===== src/rtl/cycle_sequencer_pkg.sv =====
`default_nettype none
// ============================================================================
// Module   : cycle_sequencer_pkg
// Brief    : Addressing-mode / sequencer-state types and opcode length helpers
// Revision : 1.0 - initial release
// ============================================================================
package cycle_sequencer_pkg;

    typedef enum logic [3:0] {
        IND_X = 4'd0,
        ZP    = 4'd1,
        IMM   = 4'd2,
        ABS   = 4'd3,
        IND_Y = 4'd4,
        ZP_X  = 4'd5,
        ABS_Y = 4'd6,
        ABS_X = 4'd7,
        IMPL  = 4'd8
    } addr_mode_t;

    typedef enum logic [0:0] {
        BOOT = 1'b0,
        RUN  = 1'b1
    } seq_state_t;

    localparam logic [2:0] OP_STA_GRP    = 3'b100;
    localparam logic [2:0] C_IMPL_LEN_DF = 3'd2;

    function automatic addr_mode_t mode_of(input logic [7:0] ir);
        addr_mode_t m;
        if (ir[1:0] != 2'b01) begin
            m = IMPL;
        end else begin
            case (ir[4:2])
                3'b000:  m = IND_X;
                3'b001:  m = ZP;
                3'b010:  m = IMM;
                3'b011:  m = ABS;
                3'b100:  m = IND_Y;
                3'b101:  m = ZP_X;
                3'b110:  m = ABS_Y;
                default: m = ABS_X;
            endcase
        end
        return m;
    endfunction

    // Implied-group length is a block parameter; this value is only the fallback.
    function automatic logic [2:0] base_len(input addr_mode_t m);
        logic [2:0] n;
        case (m)
            IND_X:   n = 3'd6;
            ZP:      n = 3'd3;
            IMM:     n = 3'd2;
            ABS:     n = 3'd4;
            IND_Y:   n = 3'd5;
            ZP_X:    n = 3'd4;
            ABS_Y:   n = 3'd4;
            ABS_X:   n = 3'd4;
            default: n = C_IMPL_LEN_DF;
        endcase
        return n;
    endfunction

endpackage : cycle_sequencer_pkg
`default_nettype wire


===== src/rtl/cycle_sequencer_opcode_mode_decode.sv =====
`default_nettype none
// ============================================================================
// Module   : opcode_mode_decode
// Brief    : Combinational opcode -> addressing mode, base length, store/index
// Revision : 1.0 - initial release
// ============================================================================
module opcode_mode_decode
    import cycle_sequencer_pkg::*;
#(
    parameter int IMPL_LEN = 2
) (
    input  logic [7:0]  IR,
    output addr_mode_t  mode,
    output logic [2:0]  len,
    output logic        is_store,
    output logic        is_indexed
);

    always_comb begin
        mode       = mode_of(IR);
        len        = (mode == IMPL) ? 3'(IMPL_LEN) : base_len(mode);
        is_store   = (IR[7:5] == OP_STA_GRP);
        is_indexed = (mode == IND_Y) || (mode == ABS_Y) || (mode == ABS_X);
    end

endmodule : opcode_mode_decode
`default_nettype wire


===== src/rtl/cycle_sequencer.sv =====
`default_nettype none
// ============================================================================
// Module   : cycle_sequencer
// Brief    : Drives T-state advance/reset, fetch strobe, PC increment and R/W
// Revision : 1.0 - initial release
// ============================================================================
module cycle_sequencer
    import cycle_sequencer_pkg::*;
#(
    parameter int CYC_W    = 3,
    parameter int IMPL_LEN = 2
) (
    input  logic             clk_ph1,
    input  logic             rst,
    input  logic [7:0]       IR,
    input  logic [CYC_W-1:0] cycle,
    input  logic             rdy,
    input  logic             page_cross,
    output logic             inc_cycle,
    output logic             res_cycle,
    output logic             sync,
    output logic             pc_inc,
    output logic             rw
);

    localparam int C_CMP_W = ((CYC_W > 3) ? CYC_W : 3) + 1;

    seq_state_t         r_state;
    seq_state_t         w_state_next;
    logic               r_extra_pend;
    logic               w_extra_pend_next;

    addr_mode_t         w_mode;
    logic [2:0]         w_len;
    logic               w_is_store;
    logic               w_is_indexed;

    logic [C_CMP_W-1:0] w_cyc;
    logic [C_CMP_W-1:0] w_n;
    logic [C_CMP_W-1:0] w_n_m1;
    logic [C_CMP_W-1:0] w_n_p1;
    logic               w_extend;
    logic               w_final;
    logic               w_desync;
    logic               w_abs_grp;

    opcode_mode_decode #(
        .IMPL_LEN   (IMPL_LEN)
    ) u_decode (
        .IR         (IR),
        .mode       (w_mode),
        .len        (w_len),
        .is_store   (w_is_store),
        .is_indexed (w_is_indexed)
    );

    always_ff @(posedge clk_ph1 or negedge rst) begin
        if (!rst) begin
            r_state      <= BOOT;
            r_extra_pend <= 1'b0;
        end else begin
            r_state      <= w_state_next;
            r_extra_pend <= w_extra_pend_next;
        end
    end

    always_comb begin
        w_cyc     = C_CMP_W'(cycle);
        w_n       = C_CMP_W'(w_len);
        w_n_m1    = w_n - C_CMP_W'(1);
        w_n_p1    = w_n + C_CMP_W'(1);
        w_extend  = w_is_indexed && (w_is_store || page_cross);
        w_final   = ((w_cyc == w_n_m1) && !w_is_indexed) ||
                    ((w_cyc == w_n_m1) && !w_is_store)   ||
                    ((w_cyc == w_n) && r_extra_pend);
        // cycle==N without a pending extra cycle would otherwise never complete
        w_desync  = ((w_cyc >= w_n) && !r_extra_pend) || (w_cyc > w_n_p1);
        w_abs_grp = (w_mode == ABS) || (w_mode == ABS_X) || (w_mode == ABS_Y);
    end

    always_comb begin
        w_state_next      = r_state;
        w_extra_pend_next = r_extra_pend;
        inc_cycle         = 1'b0;
        res_cycle         = 1'b0;
        sync              = 1'b0;
        pc_inc            = 1'b0;
        rw                = 1'b1;

        case (r_state)
            BOOT: begin
                w_state_next = RUN;
            end
            RUN: begin
                if (cycle == '0) begin
                    sync      = 1'b1;
                    pc_inc    = rdy;
                    inc_cycle = rdy;
                end else begin
                    rw     = !(w_is_store && w_final);
                    pc_inc = rdy && (((w_cyc == C_CMP_W'(1)) && (w_mode != IMPL)) ||
                                     ((w_cyc == C_CMP_W'(2)) && w_abs_grp));
                    if (rdy) begin
                        if (w_desync) begin
                            res_cycle         = 1'b1;
                            w_extra_pend_next = 1'b0;
                        end else if (w_cyc == w_n_m1) begin
                            if (w_extend) begin
                                inc_cycle         = 1'b1;
                                w_extra_pend_next = 1'b1;
                            end else begin
                                res_cycle = 1'b1;
                            end
                        end else if ((w_cyc == w_n) && r_extra_pend) begin
                            res_cycle         = 1'b1;
                            w_extra_pend_next = 1'b0;
                        end else begin
                            inc_cycle = 1'b1;
                        end
                    end
                end
            end
            default: begin
                w_state_next = BOOT;
            end
        endcase
    end

endmodule : cycle_sequencer
`default_nettype wire


===== config.mk =====
export PLATFORM = sky130hd
export DESIGN_NAME = cycle_sequencer
export DESIGN_NICKNAME = d
export VERILOG_FILES = /design/src/rtl/cycle_sequencer_pkg.sv /design/src/rtl/cycle_sequencer_opcode_mode_decode.sv /design/src/rtl/cycle_sequencer.sv
export SDC_FILE = /design/constraint.sdc
export NUM_CORES = 1
export LEC_CHECK = 0
export ABC_AREA = 1
export BUFFER_PORTS_ARGS = -buffer_cell sky130_fd_sc_hd__buf_2
export CORE_AREA = 2 2 39 41
export CTS_BUF_LIST = sky130_fd_sc_hd__clkbuf_8
export DETAILED_ROUTE_END_ITERATION = 10
export DIE_AREA = 0 0 41 43
export PLACE_DENSITY_LB_ADDON = 0.1
export SLEW_MARGIN = 10
export SYNTH_ARGS = -nofsm -noshare
export SYNTH_HDL_FRONTEND = slang
export SYNTH_HIERARCHICAL = 1
export SYNTH_SLANG_ARGS = --single-unit

===== constraint.sdc =====
create_clock -name clk_ph1 -period 3.3 [get_ports clk_ph1]
set_clock_uncertainty 0.1 [all_clocks]
set_input_delay 0.165 -clock clk_ph1 [delete_from_list [all_inputs] [get_ports clk_ph1]]
set_output_delay 0.165 -clock clk_ph1 [all_outputs]
set_load 0.01 [all_outputs]

==> flow_summary_export.csv <==
group,metric,value,unit
clock_tree,cts_buffers,3,
synthesis,synth_top_family_by_area,"simple AND/OR/NAND/NOR gates",
timing,max_freq,343,MHz
floorplan,coreArea,0.00138,mm2
setup_path,path_cells,"buf_2 -> nor2_8 -> nand2_2 -> inv_2 -> ha_1 -> inv_1 -> nand2_1 -> nand2_2 -> nor2_2 -> inv_1 -> ha_1 -> inv_1 -> ha_1 -> nand2_1 -> nand2_1 -> nand2_1 -> nand2_1 -> nand2_1 -> nand2_1 -> inv_1 -> nand2_2 -> and3_2 -> buf_2",
setup_path,path_class,"input port to output port",
timing,hold_violations,0,
global_route,grt_pass1_vias,651,
floorplan,die_y,43,um
synthesis,synth_warnings,6,
worst_hold_path,min-delay-path-class,"input port to asynchronous set/reset pin",
setup_path,rrSetupSlack,2.05,ns
detailed_routing,drc,0,
detailed_routing,drt_first_pass_iters,2,
final_layout,regArea,50.0,um2
synthesis,synth-seq-cells,2,
final_layout,synthToLayoutAreaGrowth,24.8,%
detailed_routing,via_count,716,
floorplan,start_util,0.486,
final_layout,layout.nets,168,
setup_path,path_max_fanout,4,
setup_path,endpoint_kind,"output port",
synthesis,synth_cell_types,21,
timing,rsz0062_at_grt,"false",
floorplan,rows,14,
placement,hpwl,1210,um
setup_path,path_buf_inv,7,
setup_path,cpMostUsedCell,"nand2_1",
synthesis,synthAdderAreaFrac,0.242,
setup_path,worstReg2RegStart,"r_extra_pend",
synthesis,syn_nets,143,
floorplan,die_area,0.00176,mm2
synthesis,synth-xor-area-share,0.0130,
placement,dp_cells,150,
clock_tree,cts_sinks,2,
setup_path,worstReg2RegEnd,"r_extra_pend",
setup_path,crit_cells,23,
synthesis,muxShareOfSynthArea,0,
global_route,grt_usage,0.189,
setup_path,arrival,2.65,ns
synthesis,yosysSeqAreaShare,0.0745,
global_route,grt_pass1_wl,2340,um
clock_tree,post_cts_buffers,0,
synthesis,yosys.area.top_type_share,0.242,
clock_tree,clk_latency,0.21,ns
global_route,antenna_found_initial,0,
synthesis,dominantRegCellSynth,"dfrtp_1",
power,p_leak,0.531,nW
synthesis,syn_area,672,um2
detailed_routing,drtIter0Drc,10,
final_layout,fill_cells,145,
synthesis,synthSimpleGateAreaFrac,0.425,
clock_tree,cts_root_buf,"clkbuf_8",
setup_path,crit_start,"IR[1]",
job,cap_violations,0,
synthesis,yosys.area.top_type,"ha_1",
floorplan,ios,20,
power,powerDensity,249,mW/mm2
power,ir_drop,0.314,mV
synthesis,synthTopCellsByCount,"27 x nand2_1, 26 x inv_1, 13 x ha_1, 13 x nand3_1, 8 x nor2_1",
final_layout,drive_above_1_share,0.254,
synthesis,synth_area_leaders,"ha_1 24%, nand2_1 15%, inv_1 15%",
detailed_routing,avgViaCountPerCell,4.65,
placement,place.gp.congestion,0.679,
setup_path,crit_path_start_kind,"input port",
clock_tree,cts_max_level,1,
final_layout,final_cells,154,
synthesis,synth_compound_area_frac,0.0726,
detailed_routing,drt_wl_total,1370,um
clock_tree,clkTransAtPathRegs,0.03,ns
clock_tree,cts_resized,0,
timing,worst_slew_pin_slew,0.509,ns
clock_tree,cts_tree,"built",
synthesis,synth-async-reset-ratio,1.00,
timing,period_minus_slack,2.92,ns
floorplan,dieWidth,41,um
setup_path,reg2reg_depth,7,
setup_path,cp_slowest_stage_delay,0.30,ns
global_route,grt_overflow_total,0,
placement,portBuffers,19,
setup_path,critPathTopFamily,"simple AND/OR/NAND/NOR gates",
timing,slew_headroom,0.661,
setup_path,slowest_stage,"ha_1",
detailed_routing,postRouteAntennaNets,0,
final_layout,multi_input_area,509,um2
timing,setup_viol,0,
synthesis,avgSynthCellArea,5.84,um2
outcome,status,"complete, no violations",
synthesis,synth_edf_count,0,
detailed_routing,wl_per_cell,8.88,um
final_layout,antenna_cells,0,
timing,fin_crit_sh,0.884,
setup_path,crit_required,3.03,ns
timing,drv_slew,0,
clock_tree,clk_path_buf_depth,2,
synthesis,yosysMostFrequentCell,"nand2_1",
timing,finalSetupTns,0,ns
setup_path,crit_end,"res_cycle",
synthesis,synthCells,115,
global_route,grt_max_degree,7,
## worst min-delay path by stage
stage	slack, ns	endpoint	cells after the start	startpoint
2_1_floorplan	-0.23	r_extra_pend	0	rst
3_3_place_gp	-0.15	r_extra_pend	1	rst
3_5_place_dp	-0.15	r_extra_pend	1	rst
4_1_cts	0.18	r_extra_pend	2	rst
5_1_grt	0.19	r_extra_pend	2	rst
6_report	0.17	r_extra_pend	2	rst
## flip-flops by register name, indices dropped and copies added, names as in the netlist
signal        cells
r_extra_pend      1
r_state           1
## layer usage
layer  vias up  GRT usage  part of all wire
li1        398          -                 -
met1       313      0.212              0.46
met2         5      0.341              0.52
met3         0     0.0366             0.015
met4         0     0.0400                 0
met5         -          0                 0
## layout by cell type (no fill, tap or decap), types with 3 or more instances in the layout
| cell type | Yosys | layout |
|---|---|---|
| nand2_1 | 27 | 27 |
| inv_1 | 26 | 26 |
| buf_2 | 0 | 19 |
| nand3_1 | 13 | 13 |
| ha_1 | 13 | 13 |
| nor2_1 | 8 | 8 |
| nand2_2 | 4 | 4 |
| inv_2 | 4 | 4 |
| nor2_2 | 3 | 3 |
| clkbuf_8 | 0 | 3 |
## cell type report
cell class | count | share of cell area
Multi-Input combinational cell | 83 | 0.607
Inverter | 30 | 0.134
Timing Repair Buffer | 20 | 0.125
Sequential cell | 2 | 0.0597
Clock buffer | 3 | 0.0493
Tap cell | 16 | 0.0239
## power by group
part	internal, W	switching [W]	total, W
sequential	0.0000266	0.000000843	0.0000275
combinational	0.0000346	0.0000527	0.0000873
clock	0.0000769	0.0000169	0.0000938
## kinds of logic (layout without fill, tap and decap cells)
group / after synthesis / in the layout
buffers and inverters: 30 / 53
other: 1 / 1
AO/OA/AOI/OAI: 8 / 8
XOR/XNOR: 1 / 1
adder cells (fa/ha/maj): 13 / 13
AND/OR/NAND/NOR: 60 / 60
flip-flops: 2 / 2
## through the flow
| stage | utilization | instance area (um2) | worst slack [ns] | hold slack (ns) | power, W |
|---|---|---|---|---|---|
| finish | 0.606 | 838 | 0.383 | 0.174 | 0.000209 |
| global route | 0.606 | 838 | 0.0575 | 0.187 | 0.000229 |
| CTS | 0.606 | 838 | 0.358 | 0.175 | 0.000212 |
| detailed placement | 0.569 | 787 | 0.369 | -0.150 | 0.000114 |
| global placement | 0.569 | 787 | 0.434 | -0.151 | 0.000112 |
| floorplan | - | 672 | 0.803 | -0.231 | 0.0000878 |
## timing repair
item	4_1_cts	5_1_grt
hold buffers	1	0
endpoints found under the hold margin	2	0
endpoints found under the setup margin	0	0
Power figures use the tool's default switching activity.
